==> src/rtl/dist_pkg.sv <==
// Shared types and sizing for the distance-bank row packer.
// Holds the FSM state encoding, default geometry and chunk-count helpers.
package dist_pkg;

    localparam int D_DEF          = 256;
    localparam int BW_DEF         = 1;
    localparam int IN_W_DEF       = 16;
    localparam int ADDR_SPACE_DEF = 16;

    typedef enum logic [1:0] {
        IDLE  = 2'd0,
        FILL  = 2'd1,
        WRITE = 2'd2,
        DONE  = 2'd3
    } state_t;

    function automatic int calc_cpw(input int d, input int bw, input int in_w);
        return (d * bw) / in_w;
    endfunction

    // A single-chunk row still needs a 1-bit counter to stay a legal vector.
    function automatic int calc_cnt_w(input int cpw);
        return (cpw > 1) ? $clog2(cpw) : 1;
    endfunction

    localparam int CPW   = calc_cpw(D_DEF, BW_DEF, IN_W_DEF);
    localparam int CNT_W = calc_cnt_w(CPW);

endpackage

==> src/rtl/dist_bank_row_packer_if.sv <==
// Job control, chunk stream and SRAM write bus of the row packer.
// master drives jobs and chunks; slave is the packer itself.
interface dist_bank_row_packer_if
    import dist_pkg::*;
#(
    parameter int D          = D_DEF,
    parameter int BW         = BW_DEF,
    parameter int IN_W       = IN_W_DEF,
    parameter int ADDR_SPACE = ADDR_SPACE_DEF
);

    logic                  start;
    logic [ADDR_SPACE-1:0] base_addr;
    logic [ADDR_SPACE:0]   num_words;
    logic                  in_valid;
    logic [IN_W-1:0]       in_data;
    logic                  in_ready;
    logic                  wsb;
    logic [ADDR_SPACE-1:0] waddr;
    logic [D*BW-1:0]       wdata;
    logic                  busy;
    logic                  done;

    modport master (
        output start, base_addr, num_words, in_valid, in_data,
        input  in_ready, wsb, waddr, wdata, busy, done
    );

    modport slave (
        input  start, base_addr, num_words, in_valid, in_data,
        output in_ready, wsb, waddr, wdata, busy, done
    );

endinterface

==> src/rtl/dist_chunk_shreg.sv <==
// Pack register: shifts IN_W-bit chunks in at the LSB end so the first
// chunk of a row finishes in the MSBs. row_next is the value after a load.
module dist_chunk_shreg #(
    parameter int IN_W  = 16,
    parameter int OUT_W = 256
) (
    input  logic             clk,
    input  logic             rst,
    input  logic             clear,
    input  logic             load,
    input  logic [IN_W-1:0]  din,
    output logic [OUT_W-1:0] row_next
);

    logic [OUT_W-1:0] row;

    generate
        if (OUT_W > IN_W) begin : g_shift
            assign row_next = {row[OUT_W-IN_W-1:0], din};
        end else begin : g_single
            assign row_next = din;
        end
    endgenerate

    always_ff @(posedge clk or posedge rst) begin
        if (rst) begin
            row <= '0;
        end else if (clear) begin
            row <= '0;
        end else if (load) begin
            row <= row_next;
        end
    end

endmodule

==> src/rtl/dist_bank_row_packer.sv <==
// Packs a chunk stream into D*BW-bit rows and writes them to the distance
// SRAM bank at consecutive addresses from a programmed base.
module dist_bank_row_packer
    import dist_pkg::*;
#(
    parameter int D          = D_DEF,
    parameter int BW         = BW_DEF,
    parameter int IN_W       = IN_W_DEF,
    parameter int ADDR_SPACE = ADDR_SPACE_DEF
) (
    input  logic                    clk,
    input  logic                    rst,
    dist_bank_row_packer_if.slave   bus
);

    localparam int ROW_W = D * BW;
    localparam int CPW_L = calc_cpw(D, BW, IN_W);
    localparam int CNT_L = calc_cnt_w(CPW_L);
    localparam logic [CNT_L-1:0]    LAST_CHUNK = CNT_L'(CPW_L - 1);
    localparam logic [ADDR_SPACE:0] ROW_ONE    = (ADDR_SPACE+1)'(1);

    generate
        if ((ROW_W % IN_W) != 0) begin : g_bad_geometry
            $error("dist_bank_row_packer: D*BW must be a multiple of IN_W");
        end
    endgenerate

    state_t                state;
    state_t                state_next;
    logic [CNT_L-1:0]      chunk_cnt;
    logic [ADDR_SPACE-1:0] addr_cnt;
    logic [ADDR_SPACE:0]   row_cnt;
    logic [ADDR_SPACE:0]   rows_total;
    logic                  accept;
    logic                  last_chunk;
    logic                  shreg_clear;
    logic [ROW_W-1:0]      row_next;

    // in_ready is a registered copy of (state == FILL), so gate on state directly.
    assign accept      = (state == FILL) && bus.in_valid;
    assign last_chunk  = accept && (chunk_cnt == LAST_CHUNK);
    assign shreg_clear = ((state == IDLE) && bus.start) || (state == WRITE);

    dist_chunk_shreg #(
        .IN_W  (IN_W),
        .OUT_W (ROW_W)
    ) u_shreg (
        .clk      (clk),
        .rst      (rst),
        .clear    (shreg_clear),
        .load     (accept),
        .din      (bus.in_data),
        .row_next (row_next)
    );

    always_comb begin
        state_next = state;
        case (state)
            IDLE:    if (bus.start) state_next = (bus.num_words == '0) ? DONE : FILL;
            FILL:    if (last_chunk) state_next = WRITE;
            WRITE:   state_next = ((row_cnt + ROW_ONE) == rows_total) ? DONE : FILL;
            DONE:    state_next = IDLE;
            default: state_next = IDLE;
        endcase
    end

    // Status outputs are registered from the next state so they align with it.
    always_ff @(posedge clk or posedge rst) begin
        if (rst) begin
            state        <= IDLE;
            chunk_cnt    <= '0;
            addr_cnt     <= '0;
            row_cnt      <= '0;
            rows_total   <= '0;
            bus.in_ready <= 1'b0;
            bus.busy     <= 1'b0;
            bus.done     <= 1'b0;
            bus.wsb      <= 1'b1;
            bus.waddr    <= '0;
            bus.wdata    <= '0;
        end else begin
            state        <= state_next;
            bus.in_ready <= (state_next == FILL);
            bus.busy     <= (state_next == FILL) || (state_next == WRITE);
            bus.done     <= (state_next == DONE);
            case (state)
                IDLE: begin
                    if (bus.start) begin
                        addr_cnt   <= bus.base_addr;
                        rows_total <= bus.num_words;
                        row_cnt    <= '0;
                        chunk_cnt  <= '0;
                    end
                end
                FILL: begin
                    if (accept) begin
                        chunk_cnt <= chunk_cnt + 1'b1;
                        if (last_chunk) begin
                            bus.wsb   <= 1'b0;
                            bus.waddr <= addr_cnt;
                            bus.wdata <= row_next;
                        end
                    end
                end
                WRITE: begin
                    bus.wsb   <= 1'b1;
                    row_cnt   <= row_cnt + ROW_ONE;
                    addr_cnt  <= addr_cnt + 1'b1;
                    chunk_cnt <= '0;
                end
                default: ;
            endcase
        end
    end

endmodule

==> src/flat_wrapper.sv <==
// flat-port wrapper written by rule: the top's interface ports become plain ports
module dist_bank_row_packer_flat import dist_pkg::*;
#(
    parameter int D          = D_DEF,
    parameter int BW         = BW_DEF,
    parameter int IN_W       = IN_W_DEF,
    parameter int ADDR_SPACE = ADDR_SPACE_DEF
)
  (clk, rst, bus_start, bus_base_addr, bus_num_words, bus_in_valid, bus_in_data, bus_in_ready, bus_wsb, bus_waddr, bus_wdata, bus_busy, bus_done);
  dist_bank_row_packer_if #(.D(D), .BW(BW), .IN_W(IN_W), .ADDR_SPACE(ADDR_SPACE)) bus_i ();
  input  logic clk;
  input  logic rst;
  input wire logic [$bits(bus_i.start)-1:0] bus_start;
  input wire logic [$bits(bus_i.base_addr)-1:0] bus_base_addr;
  input wire logic [$bits(bus_i.num_words)-1:0] bus_num_words;
  input wire logic [$bits(bus_i.in_valid)-1:0] bus_in_valid;
  input wire logic [$bits(bus_i.in_data)-1:0] bus_in_data;
  output wire logic [$bits(bus_i.in_ready)-1:0] bus_in_ready;
  output wire logic [$bits(bus_i.wsb)-1:0] bus_wsb;
  output wire logic [$bits(bus_i.waddr)-1:0] bus_waddr;
  output wire logic [$bits(bus_i.wdata)-1:0] bus_wdata;
  output wire logic [$bits(bus_i.busy)-1:0] bus_busy;
  output wire logic [$bits(bus_i.done)-1:0] bus_done;
  assign bus_i.start = bus_start;
  assign bus_i.base_addr = bus_base_addr;
  assign bus_i.num_words = bus_num_words;
  assign bus_i.in_valid = bus_in_valid;
  assign bus_i.in_data = bus_in_data;
  assign bus_in_ready = bus_i.in_ready;
  assign bus_wsb = bus_i.wsb;
  assign bus_waddr = bus_i.waddr;
  assign bus_wdata = bus_i.wdata;
  assign bus_busy = bus_i.busy;
  assign bus_done = bus_i.done;
  dist_bank_row_packer #(.D(D), .BW(BW), .IN_W(IN_W), .ADDR_SPACE(ADDR_SPACE)) u_core (.clk(clk), .rst(rst), .bus(bus_i));
endmodule
==> config.mk <==
export PLATFORM = sky130hd
export DESIGN_NAME = dist_bank_row_packer_flat
export DESIGN_NICKNAME = d
export VERILOG_FILES = /design/src/rtl/dist_pkg.sv /design/src/rtl/dist_bank_row_packer_if.sv /design/src/rtl/dist_chunk_shreg.sv /design/src/rtl/dist_bank_row_packer.sv /design/src/flat_wrapper.sv
export SDC_FILE = /design/constraint.sdc
export NUM_CORES = 1
export LEC_CHECK = 0
export CORE_AREA = 5 5 266 268
export DETAILED_ROUTE_END_ITERATION = 12
export DIE_AREA = 0 0 271 273
export PLACE_DENSITY = 0.67
export SYNTH_ARGS = -nofsm -noshare
export SYNTH_HDL_FRONTEND = slang
export SYNTH_HIERARCHICAL = 1
export SYNTH_SLANG_ARGS = --single-unit
==> constraint.sdc <==
create_clock -name clk -period 11.35 [get_ports clk]
set_input_delay 2.8375 -clock clk [delete_from_list [all_inputs] [get_ports clk]]
set_output_delay 2.8375 -clock clk [all_outputs]
set_load 0.005 [all_outputs]
# == Word-level counts from Yosys, hierarchy flattened ==
# Index checks and enable logic that the tools add are counted.
# totals
output_inout_bits,276
ff_bits,572
# op_classes
muxes,17
eq_ne,11
n_reduce_logical,16
n_addsub,3
# op_table
op,n
240-bit 2-to-1 mux,2
17-bit one-hot mux with 2 select lines,1
16-bit one-hot mux with 2 select lines,1
"17-bit by 1-bit adder with 17-bit output, second input constant",1
17-bit == test,1
17-bit logical NOT,1
17-bit 2-to-1 mux,1
"16-bit by 1-bit adder with 16-bit output, second input constant",1
16-bit 2-to-1 mux,1
4-bit one-hot mux with 3 select lines,1
3-bit AND reduction,3
"2-bit == test, second input constant",4
2-bit 2-to-1 mux,4
4-bit 2-to-1 mux,2
2-bit one-hot mux with 4 select lines,1
2-bit nonzero test,3
"4-bit by 1-bit adder with 4-bit output, second input constant",1
"2-bit by 1-bit == test with 1-bit output, second input constant",2
"4-bit == test, second input constant",1
"2-bit by 1-bit != test with 1-bit output, second input constant",2
2-bit AND reduction,2
1-bit logical AND,3
3-bit nonzero test,1
2-bit logical NOT,1
4 further kinds,6

# == Depth between registers and ports, before layout ==
# logic_depth
word_depth,7
ltp_mapped,9

# == Modules after synthesis ==
# The synthesis kept the hierarchy.
# modules_own_cells
mod,seq_area_each_um2,area_per_inst_um2,cells_per_inst,instances
dist_bank_row_packer,8309.2,13543.0,986,1
dist_chunk_shreg,6005.8,9938.3,791,1

# == Worst setup path after synthesis ==
# No wires, ideal clock.
# synth_timing
kind,input-to-reg
from,input port bus_in_valid
to,register u_core.bus.busy
path_slack_ps,7107
setup_ps,113
path_buffers,2
stages,8
arrival_time_ps,4130
path_cell_list,and3_1 > nand2_1 > nor2_1 > buf_2 > buf_2 > o31ai_1 > ha_1 > inv_1
# synth_via
elab_chain_len,6
word_cells_on_any_way,7
classes_between,2 x eq/ne; 2 x mux; 3 x reduce/logical
# synth_lines
item,line,text
from (decl),flat_wrapper.sv:16,input wire logic [$bits(bus_i.in_valid)-1:0] bus_in_valid;
1-bit logical AND (*),dist_bank_row_packer.sv:40,assign accept = (state == FILL) && bus.in_valid;
1-bit logical AND (*),dist_bank_row_packer.sv:41,assign last_chunk = accept && (chunk_cnt == LAST_CHUNK);
2-bit 2-to-1 mux (*),dist_bank_row_packer.sv:60,FILL: if (last_chunk) state_next = WRITE;
2-bit one-hot mux with 4 select lines (*),dist_bank_row_packer.sv:58,case (state)
named net u_core.state_next[0],dist_bank_row_packer.sv:29,state_t state_next;
2-bit by 1-bit == test with 1-bit output or 2-bit == test (tied branches),dist_bank_row_packer.sv:84,bus.busy <= (state_next == FILL) || (state_next == WRITE);
1-bit logical OR (*),dist_bank_row_packer.sv:84,
to (signal assigned),dist_bank_row_packer.sv:84,
to (decl),dist_bank_row_packer_if.sv:31,"output in_ready, wsb, waddr, wdata, busy, done"
# Mark *: on every way through the listed nets, which the timed path passes. The rest lies on a longest branch.
# A chain may end at the register's enable or synchronous reset.

# == Worst setup path after layout ==
# layout_timing
from,input port bus_in_valid
to,register u_core.bus.wdata[95]
# layout_via
elab_chain_len,3
# layout_lines
item,line,text
1-bit logical AND (*),dist_bank_row_packer.sv:40,
named net u_core.accept,dist_bank_row_packer.sv:34,logic accept;
1-bit logical AND,dist_bank_row_packer.sv:41,
3-bit AND reduction (no source line) (*),--,
to (signal assigned),dist_bank_row_packer.sv:101,bus.wdata <= row_next;
to (decl),dist_bank_row_packer_if.sv:31,
# Marked as above.

==> impl_metrics.env <==
export IMPL_io_pins=329
export IMPL_cts_buffers=66
export IMPL_fill_cells=6129
export IMPL_fin_crit_sh_pct=52.9
export IMPL_overflow=0
export IMPL_startpoint_type="primary input"
export IMPL_regArea_mm2=0.0143
export IMPL_synth_area_leader_cell="dfrtp_1"
export IMPL_cts_hold_buf=0
export IMPL_rsz0062_at_grt="no"
export IMPL_drv_slew=0
export IMPL_synth_edf_count=0
export IMPL_grt_usage_pct=15.9
export IMPL_ys_seq_area_share_pct=61.0
export IMPL_syn_to_final_growth_pct=25.5
export IMPL_layout_commonest_cell="dfrtp_1"
export IMPL_place_congestion=0.816
export IMPL_cap_violations=0
export IMPL_antenna_cells=0
export IMPL_avgSynthCellArea_um2=13.2
export IMPL_fin_util_pct=43.3
export IMPL_muxShareOfSynthArea_pct=23.6
export IMPL_timing_final_crit_period_ns=6.00
export IMPL_cts_htree_levels=3
export IMPL_required_ns=11.83
export IMPL_synthXorXnorAreaFrac_pct=0.895
export IMPL_drt_iter0_drc=910
export IMPL_cpPeakStageDelay_ns=0.85
export IMPL_fp_dieArea_mm2=0.0740
export IMPL_vias_per_cell=4.93
export IMPL_cts_sinks=572
export IMPL_synth_flop_cell="dfrtp_1"
export IMPL_rows=96
export IMPL_fp_dieW_um=271
export IMPL_root_buffer="clkbuf_16"
export IMPL_multiInputGateArea_mm2=0.00821
export IMPL_clk_pin_slew_worst_paths_ns=0.06
export IMPL_drive_above_1_share_pct=19.3
export IMPL_grt_max_degree=161
export IMPL_status="completed"
export IMPL_synth_top_area_share_pct=60.9
export IMPL_clock_fmax_mhz=167
export IMPL_nNetsFinal=2115
export IMPL_setup_violations=0
export IMPL_worstMarginPinSlew_ns=1.08
export IMPL_slowest_stage="buf_4"
export IMPL_p_per_area_mw_per_mm2=253
export IMPL_dpl_hpwl_mm=40.1
export IMPL_antenna_left=0
export IMPL_cp_max_fo=67
export IMPL_synth_seq_cells=572
export IMPL_synth_top_cells_by_area="dfrtp_1 (61%), mux2_2 (13%), mux2i_1 (11%), nor2_1 (4.1%), nand2_1 (1.4%)"
export IMPL_grt_pass1_wl_mm=94.0
export IMPL_fp_dieH_um=273
export IMPL_syn_nets=1835
export IMPL_dr_pass1_iters=4
export IMPL_crit_top_cell="buf_4"
export IMPL_irDropWorstVdd_uv=118
export IMPL_grt_pass1_vias=15400
export IMPL_crit_chain="clkdlybuf4s50_1 -> and3_4 -> nand2_1 -> nor2_4 -> buf_4 -> buf_4 -> mux2_2"
export IMPL_drc=0
export IMPL_synth_fa_ha_area_share_pct=0.266
export IMPL_cts_resized=0
export IMPL_synth_area_mm2=0.0235
export IMPL_antenna_found_initial=0
export IMPL_crit_path_end_kind="flop"
export IMPL_layout_common_cells="dfrtp_1 (571), clkdlybuf4s50_1 (328), mux2_2 (273), nor2_1 (255), mux2i_1 (247)"
export IMPL_synth_cells=1777
export IMPL_routed_wl_mm=59.9
export IMPL_ys_warn_count=6
export IMPL_min_path_type="flop to flop"
export IMPL_fp_coreArea_mm2=0.0681
export IMPL_yosys_area_share_simple_pct=7.29
export IMPL_fin_skew_ns=0.0234
export IMPL_start_util_pct=34.5
export IMPL_clockBufferDepth=3
export IMPL_cts_tree="built"
export IMPL_async_flop_share_pct=100
export IMPL_synth_top_family_by_area="multiplexers"
export IMPL_path_class="primary input to flop"
export IMPL_clock_latency_ns=0.61
export IMPL_vias=14700
export IMPL_cp_arrival_ns=6.48
export IMPL_ys_types=53
export IMPL_leakagePower_nw=14.0
export IMPL_max_slew_margin_rel_pct=28.0
export IMPL_port_buffers=328
export IMPL_tns_ns=0
export IMPL_postCtsSetupBuffers=0
export IMPL_finalHoldViolCount=0
export IMPL_wire_per_inst_um=20.0
export IMPL_synth_compound_area_share_pct=2.84
[worst paths after layout]
check / startpoint / end / slack (ns) / cells past startpoint
min in group asynchronous: rst / u_core/u_shreg/row[208]$_DFFE_PP0P_ / 2.85 / 2
min: u_core/bus.wsb$_DFFE_PP1P_ / u_core/bus.wsb$_DFFE_PP1P_ / 0.49 / 2
max: bus_in_valid / u_core/bus.wdata[95]$_DFFE_PP0P_ / 5.35 / 7
max reg2reg: u_core/state[1]$_DFF_PP0_ / u_core/bus.wdata[95]$_DFFE_PP0P_ / 7.26 / 7
min reg2reg: u_core/bus.wsb$_DFFE_PP1P_ / u_core/bus.wsb$_DFFE_PP1P_ / 0.49 / 2
max in group asynchronous: rst / u_core/bus.wdata[51]$_DFFE_PP0P_ / 6.51 / 4
[synth_stat cells (2+ instances only)]
master / instances
o31ai_1: 7
o221a_2: 3
buf_12: 2
nor4_1: 3
and3_1: 7
buf_6: 2
mux2i_1: 247
nor2b_1: 4
nand2_1: 88
a31oi_1: 5
o22a_1: 7
nor3_1: 5
inv_1: 13
buf_1: 2
ha_1: 5
o21ai_0: 36
dfrtp_1: 571
o22ai_1: 14
and4_1: 3
a211oi_1: 2
xor2_1: 12
a21oi_1: 18
a32oi_1: 2
nand3b_1: 3
buf_4: 23
nand4_1: 10
a311oi_1: 2
clkbuf_1: 27
nor2_1: 256
buf_8: 20
nand3_1: 16
nor4_2: 3
xnor2_1: 12
a22o_1: 2
mux2_2: 273
buf_2: 54
nor3_2: 2
[layer usage]
metal  vias to the layer above  routed length, um  global-route usage, %
met5                         -                  0                      0
met4                         0               1650                   5.18
met3                        94               3780                   4.72
met2                       352              29500                   26.3
met1                      7614              25000                   20.2
li1                       6687                  -                      -
[flip-flops by register name (all words and copies together) (netlist names)]
signal and cells:
u_core/rows_total 17, u_core/chunk_cnt 4, u_core/bus.in_ready 1, u_core/bus.waddr 16, u_core/addr_cnt 16, u_core/bus.wsb 1, u_core/bus.busy 1, u_core/u_shreg/row 240
u_core/bus.done 1, u_core/state 2, u_core/bus.wdata 256, u_core/row_cnt 17
[power by group]
part           switching (mW)  leakage, nW  total (mW)  internal (mW)
sequential              0.660         7.66        3.39           2.73
combinational           0.797         5.26        1.82           1.02
clock                   0.872         1.13        2.24           1.37
[logic make-up (layout without fill, tap and decap cells)]
group | count (synthesis) | in the layout
DFF | 572 | 572
muxes | 520 | 520
and+or+nand+nor | 406 | 406
buffers and inverters | 144 | 476
AOI/OAI and AO/OA | 106 | 106
xor gates and xnor gates | 24 | 24
adders and majority gates | 5 | 5
[area by class of cell]
| type | count | share of cell area, % |
|---|---|---|
| Multi-Input combinational cell | 1061 | 27.9 |
| Tap cell | 882 | 3.74 |
| Timing Repair Buffer | 342 | 11.7 |
| Clock inverter | 21 | 1.30 |
| Clock buffer | 99 | 6.61 |
| Inverter | 14 | 0.242 |
| Sequential cell | 572 | 48.6 |
[critical path: cells and delay by family]
| kind | cells | cell delay, ns |
|---|---|---|
| buffers and inverters | 3 | 2.06 |
| muxes | 1 | 0.42 |
| and+or+nand+nor | 3 | 1.03 |
[stage by stage]
stage                     hold WS [ns]  power (mW)  instance area [um2]  cells  worst slack, ns
after global placement           0.483        5.18                27100   2871             4.82
final                            0.488        7.44                29500   2991             5.35
after CTS                        0.494        7.54                29500   2991             5.39
after floorplan                  0.461        4.30                23500   1777             1.92
after global routing             0.518        7.88                29500   2991             5.22
after detailed placement         0.482        5.26                27100   2871             4.71
Power figures use the tool's default switching activity.
